--- src/rtl/seg7_matrix_scanner.sv ---
// seg7_matrix_scanner
// Time-multiplexed 7-segment driver for a packed vector of signed elements.
// A load captures the vector into a shadow register. The shadow is promoted
// to the display register only at a frame wrap, so a frame never mixes two
// results. Each element is shown in its own refresh slot. Each slot starts
// with a blanking window that suppresses ghosting.
// Optional build macro: NEG_BLINK_EN. When it is defined, a frame counter
// exists and negative digits blank their segments while frame_counter[3] is
// set. The sign indicator stays lit during those frames.
module seg7_matrix_scanner #(
  parameter int ELEM_W    = 4,
  parameter int N_ELEMS   = 4,
  parameter int SLOT_CYC  = 1024,
  parameter int BLANK_CYC = 16
) (
  input  logic                        clk,
  input  logic                        rst_n,
  input  logic [N_ELEMS*ELEM_W-1:0]   matrix_c,
  input  logic                        load,
  output logic [6:0]                  seg,
  output logic                        sign,
  output logic [N_ELEMS-1:0]          digit_sel,
  output logic                        frame_start,
  output logic                        pending
);

  localparam int VEC_W = N_ELEMS * ELEM_W;
  localparam int CNT_W = (SLOT_CYC > 1) ? $clog2(SLOT_CYC) : 1;
  localparam int IDX_W = (N_ELEMS > 1) ? $clog2(N_ELEMS) : 1;

  localparam logic [CNT_W-1:0]   LAST_CNT  = CNT_W'(SLOT_CYC - 1);
  localparam logic [CNT_W-1:0]   BLANK_CNT = CNT_W'(BLANK_CYC);
  localparam logic [CNT_W-1:0]   ZERO_CNT  = CNT_W'(0);
  localparam logic [IDX_W-1:0]   LAST_IDX  = IDX_W'(N_ELEMS - 1);
  localparam logic [IDX_W-1:0]   ZERO_IDX  = IDX_W'(0);
  localparam logic [IDX_W-1:0]   ONE_IDX   = IDX_W'(1);
  localparam logic [N_ELEMS-1:0] SEL_ONE   = N_ELEMS'(1);

  // Magnitude-to-segment decode; magnitudes above 8 are outside the legal range.
  function automatic logic [6:0] seg_decode(input logic [4:0] mag);
    logic [6:0] pattern;
    case (mag)
      5'd0:    pattern = 7'b0111111;
      5'd1:    pattern = 7'b0000110;
      5'd2:    pattern = 7'b1011011;
      5'd3:    pattern = 7'b1001111;
      5'd4:    pattern = 7'b1100110;
      5'd5:    pattern = 7'b1101101;
      5'd6:    pattern = 7'b1111101;
      5'd7:    pattern = 7'b0000111;
      5'd8:    pattern = 7'b1111111;
      default: pattern = 7'b0000000;
    endcase
    return pattern;
  endfunction

  logic [VEC_W-1:0]   shadow_r;
  logic [VEC_W-1:0]   disp_r;
  logic               pending_r;
  logic [CNT_W-1:0]   cnt_r;
  logic [IDX_W-1:0]   idx_r;
  logic [6:0]         seg_r;
  logic               sign_r;
  logic [N_ELEMS-1:0] sel_r;
  logic               fs_r;
`ifdef NEG_BLINK_EN
  logic [3:0]         frame_cnt_r;
`endif

  logic               slot_end_s;
  logic               frame_wrap_s;
  logic               blank_s;
  logic [ELEM_W-1:0]  elem_s;
  logic               neg_s;
  logic [ELEM_W:0]    ext_s;
  logic [ELEM_W:0]    mag_s;
  logic [4:0]         mag5_s;
  logic [6:0]         seg_val_s;

  assign slot_end_s   = (cnt_r == LAST_CNT);
  assign frame_wrap_s = slot_end_s && (idx_r == LAST_IDX);
  assign blank_s      = (cnt_r < BLANK_CNT);

  // Select the current element and form its segment pattern from |element|.
  always_comb begin
    elem_s    = disp_r[int'(idx_r)*ELEM_W +: ELEM_W];
    neg_s     = elem_s[ELEM_W-1];
    ext_s     = {elem_s[ELEM_W-1], elem_s};
    mag_s     = ext_s;
    mag5_s    = 5'd0;
    seg_val_s = 7'b0000000;
    // One extra bit so the most negative value keeps its full magnitude.
    if (neg_s) begin
      mag_s = (~ext_s) + {{ELEM_W{1'b0}}, 1'b1};
    end else begin
      mag_s = ext_s;
    end
    mag5_s[ELEM_W:0] = mag_s;
`ifdef NEG_BLINK_EN
    if (neg_s && frame_cnt_r[3]) begin
      seg_val_s = 7'b0000000;
    end else begin
      seg_val_s = seg_decode(mag5_s);
    end
`else
    seg_val_s = seg_decode(mag5_s);
`endif
  end

  // Slot cycle counter and digit index; the index advances once per slot.
  always_ff @(posedge clk or negedge rst_n) begin
    if (!rst_n) begin
      cnt_r <= ZERO_CNT;
      idx_r <= ZERO_IDX;
    end else if (slot_end_s) begin
      cnt_r <= ZERO_CNT;
      if (idx_r == LAST_IDX) begin
        idx_r <= ZERO_IDX;
      end else begin
        idx_r <= idx_r + ONE_IDX;
      end
    end else begin
      cnt_r <= cnt_r + CNT_W'(1);
    end
  end

  // Shadow capture and the pending flag; a load that coincides with a wrap keeps pending set.
  always_ff @(posedge clk or negedge rst_n) begin
    if (!rst_n) begin
      shadow_r  <= {VEC_W{1'b0}};
      pending_r <= 1'b0;
    end else if (load) begin
      shadow_r  <= matrix_c;
      pending_r <= 1'b1;
    end else if (frame_wrap_s) begin
      pending_r <= 1'b0;
    end
  end

  // Promote the shadow to the display register only at a frame wrap.
  always_ff @(posedge clk or negedge rst_n) begin
    if (!rst_n) begin
      disp_r <= {VEC_W{1'b0}};
    end else if (frame_wrap_s && pending_r) begin
      disp_r <= shadow_r;
    end
  end

`ifdef NEG_BLINK_EN
  // Frame counter that sets the blink phase of negative digits.
  always_ff @(posedge clk or negedge rst_n) begin
    if (!rst_n) begin
      frame_cnt_r <= 4'd0;
    end else if (frame_wrap_s) begin
      frame_cnt_r <= frame_cnt_r + 4'd1;
    end
  end
`endif

  // Registered display outputs, blanked at the start of every slot.
  always_ff @(posedge clk or negedge rst_n) begin
    if (!rst_n) begin
      seg_r  <= 7'b0000000;
      sign_r <= 1'b0;
      sel_r  <= {N_ELEMS{1'b0}};
      fs_r   <= 1'b0;
    end else begin
      fs_r <= (cnt_r == ZERO_CNT) && (idx_r == ZERO_IDX);
      if (blank_s) begin
        seg_r  <= 7'b0000000;
        sign_r <= 1'b0;
        sel_r  <= {N_ELEMS{1'b0}};
      end else begin
        seg_r  <= seg_val_s;
        sign_r <= neg_s;
        sel_r  <= SEL_ONE << idx_r;
      end
    end
  end

  assign seg         = seg_r;
  assign sign        = sign_r;
  assign digit_sel   = sel_r;
  assign frame_start = fs_r;
  assign pending     = pending_r;

endmodule

--- config.mk ---
export PLATFORM = sky130hd
export DESIGN_NAME = seg7_matrix_scanner
export DESIGN_NICKNAME = d
export VERILOG_FILES = /design/src/rtl/seg7_matrix_scanner.sv
export SDC_FILE = /design/constraint.sdc
export NUM_CORES = 1
export LEC_CHECK = 0
export BUFFER_PORTS_ARGS = -buffer_cell sky130_fd_sc_hd__buf_2
export CAP_MARGIN = 20
export CORE_UTILIZATION = 55
export CTS_CLUSTER_DIAMETER = 120
export DETAILED_ROUTE_END_ITERATION = 6
export HOLD_SLACK_MARGIN = 0.1
export PLACE_DENSITY_LB_ADDON = 0.05
export SLEW_MARGIN = 20
export SYNTH_ARGS = -nofsm -noshare
export SYNTH_HDL_FRONTEND = slang
export SYNTH_SLANG_ARGS = --single-unit
--- constraint.sdc ---
create_clock -name clk -period 3 [get_ports clk]
set_clock_uncertainty 0.15 [all_clocks]
set_input_delay 0.6 -clock clk [delete_from_list [all_inputs] [get_ports clk]]
set_output_delay 0.6 -clock clk [all_outputs]
set_load 0.01 [all_outputs]
# Word-level counts from Yosys, hierarchy flattened
# Memory sizes are Yosys's and may differ from the RTL's.
# Index checks and enable logic that the tools add are counted.
dict set report word_totals {
  ff_bits 58
  romBits 112
  elab_cells 34
  memories 1
}
# memory words word_bits read_ports rd_clocked_by_memory_dff wr line_no
set memory_table {}
lappend memory_table {{(name not given)} 16 7 1 0 0 42} ;# case (mag)
dict set report op_classes {
  add_sub_neg 3
  order_cmp 1
  eq_ne 2
  n_shift 2
  muxes 9
  n_bitwise 1
  reduce_logical 6
}
# operator count
set ops {}
lappend ops {{$shiftx 16x5->4} 1}
lappend ops {{$mux 7} 2}
lappend ops {{$add 10x1->10 const B} 1}
lappend ops {{$eq 10x10->1 const B} 1}
lappend ops {{$logic_not 10->1} 1}
lappend ops {{$lt 10x5->1 const B} 1}
lappend ops {{$mux 10} 1}
lappend ops {{$add 5x1->5 const B} 1}
lappend ops {{$mux 5} 1}
lappend ops {{$not 5->5} 1}
lappend ops {{$mux 4} 1}
lappend ops {{$shl 1x2->4 const A} 1}
lappend ops {{$logic_and 1x1->1} 3}
lappend ops {{$mux 1} 3}
lappend ops {{$add 2x1->2 const B} 1}
lappend ops {{$eq 2x2->1 const B} 1}
lappend ops {{$logic_not 2->1} 1}
lappend ops {{$mux 2} 1}
lappend ops {{$reduce_bool 2->1} 1}

# Logic depth before layout (Yosys ltp)
# Gate-level depths: netlist of the first run.
# An unclocked memory read counts as a cell.
dict set report logic_depth {
  word_depth 7
  depth_mapped 9
}

# Worst setup path after synthesis of the first run
# OpenSTA, ideal clock, no wires.
dict set report synth_path {
  kind {register to register}
  from {register idx_r[0]}
  to {register seg_r[1], in the netlist seg[1]}
  setup_ns 0.128
  t_arrival_ns 2.139
  required_time_ns 2.722
  setup_slack_ns 0.583
  stages_incl_launch_ff 9
  n_path_buf 1
  synth_period_minus_slack_ns 2.417
  cell_sequence {dfrtp_1 -> buf_6 -> mux4_2 -> inv_1 -> ha_1 -> mux2_1 -> ha_1 -> o21ai_1 -> nor2b_1}
}
dict set report synth_via {
  elab_chain_len 7
}
# item line_no
set synth_rtl {}
lappend synth_rtl {{start: declaration} 61} ;# logic [IDX_W-1:0] idx_r;
lappend synth_rtl {{start signal: assignment} 120} ;# idx_r <= idx_r + ONE_IDX;
lappend synth_rtl {{$shiftx 16x5->4 *} 86} ;# elem_s = disp_r[int'(idx_r)*ELEM_W +: ELEM_W];
lappend synth_rtl {{$not 5->5} 94} ;# mag_s = (~ext_s) + {{ELEM_W{1'b0}}, 1'b1};
lappend synth_rtl {{$add 5x1->5} 94}
lappend synth_rtl {{$mux 5 *} 93} ;# if (neg_s) begin
lappend synth_rtl {{$mem_v2 16x7} --}
lappend synth_rtl {{$mux 7 *} 42}
lappend synth_rtl {{$mux 7 *} 169} ;# if (blank_s) begin
lappend synth_rtl {{end signal: assignment} 174} ;# seg_r <= seg_val_s;
lappend synth_rtl {{end: declaration} 62} ;# logic [6:0] seg_r;
# Mark *: on every way between the ends. The rest lies on a longest branch, timed or not.
# A chain may end at the register's enable or synchronous reset.

# Worst setup path after layout of the first run
# Same ends and word-level chain as after synthesis.

==> results.cfg, run 1 <==
[outcome]
status = finished, final reports clean

[floorplanning]
die_h_um = 69.84
die_w_um = 69.84
dieArea_sq_um = 4878
fp-row-count = 24
pin_count = 33
initial_core_util = 0.5773
core_sq_um = 4384

[worst_setup_path]
required_ns = 3.10
worstPathCellList = mux4_2, inv_1, ha_1, mux2_1, ha_1, o21ai_1, nor2b_1
cp-end-kind = flop
start_kind = flop
cp_num_buf_inv = 1
cp_max_fo = 7
critPathMaxStageDelay_ns = 0.60
setup.worst_path.class = reg -> reg
cp_top_family = multiplexers
cp_slowest_cell = mux4_2
arrival_ns = 2.78
cp_common_cell = ha_1

[layout]
nets = 259
drive_above_1_share = 0.3248
antennaDiodeCount = 0
utilization = 0.6661
final_cell_mix = 58 x dfrtp_1, 32 x buf_2, 22 x mux2_2
area_growth_pct = 15.37
mostFrequentLayoutCell = dfrtp_1

[detailed_routing]
met1Wirelength_um = 1895
met2_length_um = 2097
drt-total-wl_um = 4280
drt-pass1-iter-count = 4
vias = 1559
drt-vias-per-instance = 5.451
drcViolationCount = 0
route.met3.wl_um = 158
drtAntennaViolNets = 0
highest_layer = met4
post_drt_wl_per_cell_um = 14.97
drtIter0Drc = 92

[grt]
grtUsageTotal = 0.2006
grt_pass1_wl_um = 7327
antenna_found_initial = 0
overflow = 0
grt_max_degree = 39
grt_pass1_vias = 1563

[clock_network]
cts-root-buf = clkbuf_8
cts_setup_buffers = 0
numCtsBuffers = 9
clkLatencyLatePin_ns = 0.33
clockBufferDepth = 2
clk_transition_reported_paths_ns = 0.06
clock_sinks = 58
h-tree-depth = 3
cts_tree = done

[place]
buffer_ports.inserted = 32
hpwl_um = 3015
gp_congestion = 0.7877

[yosys]
synth_seq_cells = 58
async_flop_share = 1.000
synth_cell_types = 40
syn_nets = 219
syn_area_sq_um = 2531
ys.flop_type = dfrtp_1
synth_area_per_cell_sq_um = 13.32
ys_seq_area_frac = 0.5734
synth_edf_count = 0
synth_cells = 190
ys_warn_count = 0

[timing]
setup_tns_ns = 0
setup_viol = 0
period_share = 0.8943
layout_min_cycle_time_ns = 2.683
slew_headroom = 0.5878
finalHoldViolCount = 0
clock.fmax_mhz = 372.7
drv_slew = 0
max_slew.worst_pin.slew_ns = 0.6170
rsz0062_at_grt = false

[power]
switching_share = 0.2165
power_density_nw_per_um2 = 510.8
intPower_w = 0.001169
switching_power_w = 0.0003230
ir_worst_vdd_mv = 0.3538
leakage_nw = 1.374
seqPwrFrac = 0.546
p_comb_frac = 0.037
clkPwrFrac = 0.416

[flow_run]
drv_cap = 0

[min_path]
hp-class = reg -> reg
flip-flops by register name, summed over array words and instances, names as in the netlist:
| name | flops |
|---|---|
| digit_sel | 4 |
| frame_start | 1 |
| cnt_r | 10 |
| idx_r | 2 |
| pending | 1 |
| sign | 1 |
| disp_r | 16 |
| shadow_r | 16 |
| seg | 7 |
per-layer routing:
metal,global-route usage,vias to the layer above
li1,-,743
met2,0.3162,38
met5,0,-
met1,0.2421,767
met4,0.1422,0
met3,0.04651,11
worst register-to-register path: stages (launching register included):
cell,delay [ns]
dfrtp_1,0.54
mux4_2,0.60
inv_1,0.13
ha_1,0.23
mux2_1,0.35
ha_1,0.31
o21ai_1,0.11
nor2b_1,0.18
logic make-up after synthesis:
kind of cell    Yosys count  share of synthesized area
flops                    58                     0.5734
simple gates             43                    0.09244
fa+ha+maj                10                    0.04943
compound gates           18                    0.04696
xor+xnor                  7                    0.02422
buf+inv                  16                    0.02718
mux                      38                     0.1864
final cells by class:
type                       instances  area, sq um
clock buffer                      12        155.1
clock inverter                     3        15.01
fill                             350         1464
inverter                          10        37.54
multi-input combinational        116         1011
sequential                        58         1451
tap                               52        65.06
timing repair buffer              35        185.2
Yosys cell counts (2+ instances only):
library cell | instances | area (sq um)
dfrtp_1 | 58 | 1451
mux2_2 | 22 | 247.7
mux2_1 | 11 | 123.9
ha_1 | 10 | 125.1
inv_1 | 10 | 37.54
nand2_1 | 9 | 33.78
nor2_1 | 7 | 26.28
and2_1 | 5 | 31.28
nand3_1 | 5 | 25.02
xnor2_1 | 5 | 43.79
mux4_2 | 4 | 90.09
a21oi_1 | 3 | 15.01
clkbuf_1 | 3 | 11.26
nor3_1 | 3 | 15.01
a21boi_1 | 2 | 15.01
a31oi_1 | 2 | 12.51
and4_1 | 2 | 17.52
nor2b_1 | 2 | 12.51
nor4_1 | 2 | 12.51
o21ai_0 | 2 | 10.01
o21ai_1 | 2 | 10.01
o31ai_1 | 2 | 15.01
xor2_1 | 2 | 17.52
worst paths after layout:
check	start	to	slack [ns]	cells past startpoint
max	idx_r[0]	seg[1]	0.32	7
min	shadow_r[5]	disp_r[5]	0.33	1
max reg2reg	idx_r[0]	seg[1]	0.32	7
min reg2reg	shadow_r[5]	disp_r[5]	0.33	1
max in group asynchronous	rst_n	shadow_r[3]	1.28	3
min in group asynchronous	rst_n	cnt_r[5]	0.59	2
power by group through the flow:
stage,Clock [W],Combinational (W),Sequential [W]
6_report,0.000621,0.0000557,0.000815
3_5_place_dp,0,0.0000565,0.000830
4_1_cts,0.000634,0.0000577,0.000816
5_1_grt,0.000668,0.0000629,0.000817
3_3_place_gp,0,0.0000528,0.000828
2_1_floorplan,0,0.0000263,0.000825
stage by stage:
| stage | hold slack, ns | instances | area (sq um) | setup slack (ns) | power, W |
|---|---|---|---|---|---|
| after CTS | 0.3350 | 286 | 2920 | 0.3063 | 0.001508 |
| after global routing | 0.3433 | 286 | 2920 | 0.06695 | 0.001548 |
| after floorplan | 0.1544 | 190 | 2531 | 0.5832 | 0.0008510 |
| after detailed placement | 0.3252 | 270 | 2740 | 0.3272 | 0.0008865 |
| after global placement | 0.3150 | 270 | 2740 | 0.4291 | 0.0008805 |
| final | 0.3293 | 286 | 2920 | 0.3171 | 0.001492 |
timing repair:
| item | CTS | global route |
|---|---|---|
| resized for setup | 0 | 0 |
| setup endpoints to repair | 0 | 0 |
| hold endpoints to repair | 20 | 0 |
| hold buffers | 1 | 0 |
Note: power is estimated with default switching activity, not from simulation.
==> run 2, diff against run 1 <==
==> constraint.sdc (replaced) <==
create_clock -name clk -period 3.35 [get_ports clk]
set_clock_uncertainty 0.15 [all_clocks]
set_input_delay 0.67 -clock clk [delete_from_list [all_inputs] [get_ports clk]]
set_output_delay 0.67 -clock clk [all_outputs]
set_load 0.01 [all_outputs]
==> results.cfg, run 2 (synthesis results as in run 1) <==
[outcome]
status = finished, final reports clean

[worst_setup_path]
start_kind = flop
worstPathCellList = mux4_2, inv_1, ha_1, inv_1, a21boi_1, nor3_1, o31ai_1
cp-startpoint = idx_r[0]
required_ns = 3.42
critPathMaxStageDelay_ns = 0.60
cp_slowest_cell = mux4_2
cp_max_fo = 7
reg2reg_from = idx_r[0]
arrival_ns = 2.75
cp_common_cell = inv_1
cp_num_buf_inv = 2
path_depth = 7
cp_top_family = compound AO/OA/AOI/OAI gates
ff2ff_path_depth = 7
cp-end-kind = flop
setup.worst_path.class = reg -> reg

[floorplanning]
die_w_um = 69.84
fp-row-count = 24
core_sq_um = 4384
dieArea_sq_um = 4878
pin_count = 33
die_h_um = 69.84
initial_core_util = 0.5773

[clock_network]
clockBufferDepth = 2
cts_tree = done
cts-root-buf = clkbuf_8
numCtsBuffers = 9
clk_transition_reported_paths_ns = 0.06
cts_setup_buffers = 0
clkLatencyLatePin_ns = 0.33
ctsHoldBuffers = 0
ctsResizeCount = 0
h-tree-depth = 3
clock_sinks = 58

[timing]
setup_viol = 0
layout_min_cycle_time_ns = 2.674
rsz0062_at_grt = false
slew_headroom = 0.5618
setup_tns_ns = 0
finalHoldViolCount = 0
max_slew.worst_pin.slew_ns = 0.6573
clock.fmax_mhz = 374.0
drv_slew = 0
holdWs_ns = 0.2103
period_share = 0.7982

[grt]
grtUsageTotal = 0.2055
overflow = 0
grt_pass1_wl_um = 7541
grt_max_degree = 31
grt_pass1_vias = 1650
antenna_found_initial = 0

[detailed_routing]
drtAntennaViolNets = 0
drtIter0Drc = 93
drt-pass1-iter-count = 4
vias = 1566
drcViolationCount = 0
drt-vias-per-instance = 5.476
drt-total-wl_um = 4316
post_drt_wl_per_cell_um = 15.09

[layout]
multiInputGateArea_sq_um = 1011
nets = 258
drive_above_1_share = 0.3205
area_growth_pct = 16.07
fillers = 343
mostFrequentLayoutCell = dfrtp_1
stdcell_count = 286
utilization = 0.6701
antennaDiodeCount = 0
seq_area_sq_um = 1451
reg_top3 = disp_r (16), shadow_r (16), cnt_r (10)
final_cell_mix = 58 x dfrtp_1, 32 x buf_2, 22 x mux2_2

[power]
seqPwrFrac = 0.515
ir_worst_vdd_mv = 0.4890
power_density_nw_per_um2 = 482.2
switching_share = 0.2029
leakage_nw = 1.379
switching_power_w = 0.0002874
intPower_w = 0.001129
clkPwrFrac = 0.451
p_comb_frac = 0.034

[place]
buffer_ports.inserted = 32
hpwl_um = 3085
placed_cells = 270
gp_congestion = 0.8077

[flow_run]
drv_cap = 0

[min_path]
hp-class = in -> async
==> run 2: changes by cell type in the layout (fill, tap and decap cells not counted), sizes merged <==
cell	change
clkbuf	+2
clkinv	-2
bufinv	+1
dlygate4sd3	-1
==> run 2: path summary, 6_finish.rpt <==
check	end	slack, ns
max	seg[4]	0.68
min	frame_start	0.21
max reg2reg	seg[4]	0.68
min reg2reg	disp_r[14]	0.33
max in group asynchronous	disp_r[6]	2.01
min in group clk	disp_r[14]	0.33
==> run 2: metrics by stage <==
stage	cell area, sq um	power, W	setup WS (ns)
finish	2938	0.001416	0.6762
global placement	2740	0.0007887	0.7886
global route	2938	0.001472	0.5174
CTS	2938	0.001429	0.6767
detailed placement	2740	0.0007926	0.7045
floorplan	2531	0.0007621	0.9332
==> run 2: power by group through the flow <==
stage	Sequential [W]	Combinational (W)	Clock, W
finish	0.000729	0.0000482	0.000639
global route	0.000731	0.0000550	0.000686
CTS	0.000730	0.0000500	0.000649
detailed placement	0.000743	0.0000500	0
global placement	0.000741	0.0000474	0
floorplan	0.000739	0.0000236	0
==> run 2: area by class of cell <==
class                   count  share of cell area
flip-flops and latches     58              0.4940
well taps                  52             0.02215
repair buffers             34             0.05963
clock buffers              14             0.05537
inverters                  10             0.01278
clock inverters             2             0.01193
multi-input cells         116              0.3441
==> run 2: routing by layer <==
metal / track usage / up-vias / wire length, um
met1: 0.2321 / 772 / 1810
li1: - / 741 / -
met2: 0.3387 / 42 / 2206
met5: 0 / - / 0
met3: 0.08430 / 11 / 205
met4: 0.09556 / 0 / 94
==> run 3, diff against run 2 <==
==> constraint.sdc (replaced) <==
create_clock -name clk -period 2.6 [get_ports clk]
set_clock_uncertainty 0.15 [all_clocks]
set_input_delay 0.52 -clock clk [delete_from_list [all_inputs] [get_ports clk]]
set_output_delay 0.52 -clock clk [all_outputs]
set_load 0.01 [all_outputs]
==> results.cfg, run 3 (synthesis results as in run 1) <==
[floorplanning]
fp-row-count = 24
pin_count = 33
initial_core_util = 0.5773
dieArea_sq_um = 4878
core_sq_um = 4384
die_w_um = 69.84
die_h_um = 69.84

[place]
placed_cells = 273
placed_area_sq_um = 2763
preCtsSetupSlack_ns = -0.05470
buffer_ports.inserted = 32
gp_congestion = 0.7901
hpwl_um = 3048

[clock_network]
clock_sinks = 58
cts_tree = done
clkLatencyLatePin_ns = 0.33
cts-root-buf = clkbuf_8
ctsHoldBuffers = 0
h-tree-depth = 3
clk_transition_reported_paths_ns = 0.06
clockBufferDepth = 2
numCtsBuffers = 9

[grt]
grt_pass1_wl_um = 7238
grtUsageTotal = 0.1974
overflow = 0
grt_pass1_vias = 1574
antenna_found_initial = 0
grt_max_degree = 59

[timing]
clock.fmax_mhz = 400.4
holdWs_ns = 0.1662
drv_slew = 0
max_slew.worst_pin.slew_ns = 0.6838
finalHoldViolCount = 0
slew_headroom = 0.5442
layout_min_cycle_time_ns = 2.497
finalWorstSetupSlack_ns = 0.1027
period_share = 0.9605
setup_viol = 0

[power]
ir_worst_vdd_mv = 0.3585
leakage_nw = 1.396
power_density_nw_per_um2 = 559.5

[layout]
postLayoutCellArea_sq_um = 2950
mostFrequentLayoutCell = dfrtp_1
stdcell_count = 292
antennaDiodeCount = 0
area_growth_pct = 16.56
nets = 265
final_cell_mix = 57 x dfrtp_1, 32 x buf_2, 22 x mux2_2
drive_above_1_share = 0.3500
reg_top3 = disp_r (16), shadow_r (16), cnt_r (10)

[worst_setup_path]
required_ns = 2.68
cp_max_fo = 6
reg2reg_from = idx_r[0]
arrival_ns = 2.58
r2r-end = seg[6]
start_kind = flop
r2r_slack_ns = 0.10
ff2ff_path_depth = 8
setup.worst_path.class = reg -> reg
cp-end-kind = flop

[min_path]
hp-class = in -> async

[detailed_routing]
drt-total-wl_um = 4183
drt-pass1-iter-count = 4
post_drt_wl_per_cell_um = 14.33
drcViolationCount = 0
drtAntennaViolNets = 0
vias = 1536
drt-vias-per-instance = 5.260
drtIter0Drc = 106

[flow_run]
drv_cap = 0

[outcome]
status = finished, final reports clean
==> run 3: cell types whose count changed in the layout (fill, tap and decap cells not counted), sizes merged <==
cell / change
bufinv: -1
clkinv: +3
buf: +7
clkbuf: -3
==> run 3: area by class of cell <==
type,count,area (sq um)
Sequential cell,58,1453
Fill cell,340,1434
Multi-Input combinational cell,116,1016
Timing Repair Buffer,41,227.7
Clock buffer,11,131.4
Tap cell,52,65.06
Inverter,10,37.54
Clock inverter,4,20.02
==> run 3: metrics by stage <==
| step | utilization | TNS [ns] | power (W) |
|---|---|---|---|
| detailed placement | 0.6301 | -0.1691 | 0.001021 |
| floorplan | - | 0 | 0.0009819 |
| finish | 0.6729 | 0 | 0.001651 |
| global placement | 0.6301 | 0 | 0.001016 |
| CTS | 0.6650 | 0 | 0.001672 |
| global route | 0.6729 | -0.02103 | 0.001728 |
==> run 3: worst max-delay path, stage by stage, from the launching register on <==
cell     delay, ns
dfrtp_2       0.44
mux4_2        0.57
inv_1         0.08
ha_1          0.23
mux2_1        0.36
ha_1          0.22
inv_1         0.08
a21oi_1       0.06
o31ai_1       0.22
==> run 3: worst max path at each step <==
| stage | from | end | depth (start not counted) |
|---|---|---|---|
| final | idx_r[0] | seg[6] | 8 |
| after global routing | idx_r[0] | seg[1] | 7 |
| after CTS | idx_r[0] | seg[6] | 8 |
| after detailed placement | idx_r[0] | seg[6] | 8 |
| after global placement | idx_r[0] | seg[1] | 7 |
| after floorplan | idx_r[0] | seg[1] | 8 |
==> run 3: per-layer routing <==
metal / part of all wire / vias to the layer above / track usage
met5: 0 / - / 0
met4: 0.0065 / 0 / 0.07111
li1: - / 756 / -
met3: 0.040 / 4 / 0.07994
met1: 0.45 / 742 / 0.2515
met2: 0.50 / 34 / 0.3056
==> run 3: where the power goes <==
| group | leakage [nW] | switching (W) | internal [W] |
|---|---|---|---|
| clock | 0.0827 | 0.000315 | 0.000333 |
| sequential | 0.716 | 0.0000125 | 0.000928 |
| combinational | 0.597 | 0.0000293 | 0.0000324 |
| total | 1.40 | 0.000357 | 0.00129 |
==> run 3: repair_timing <==
| item | 4_1_cts | 5_1_grt |
|---|---|---|
| setup endpoints to repair | 4 | 5 |
| setup buffers | 0 | 4 |
| resized for setup | 1 | 1 |
| pin swaps | 0 | 0 |
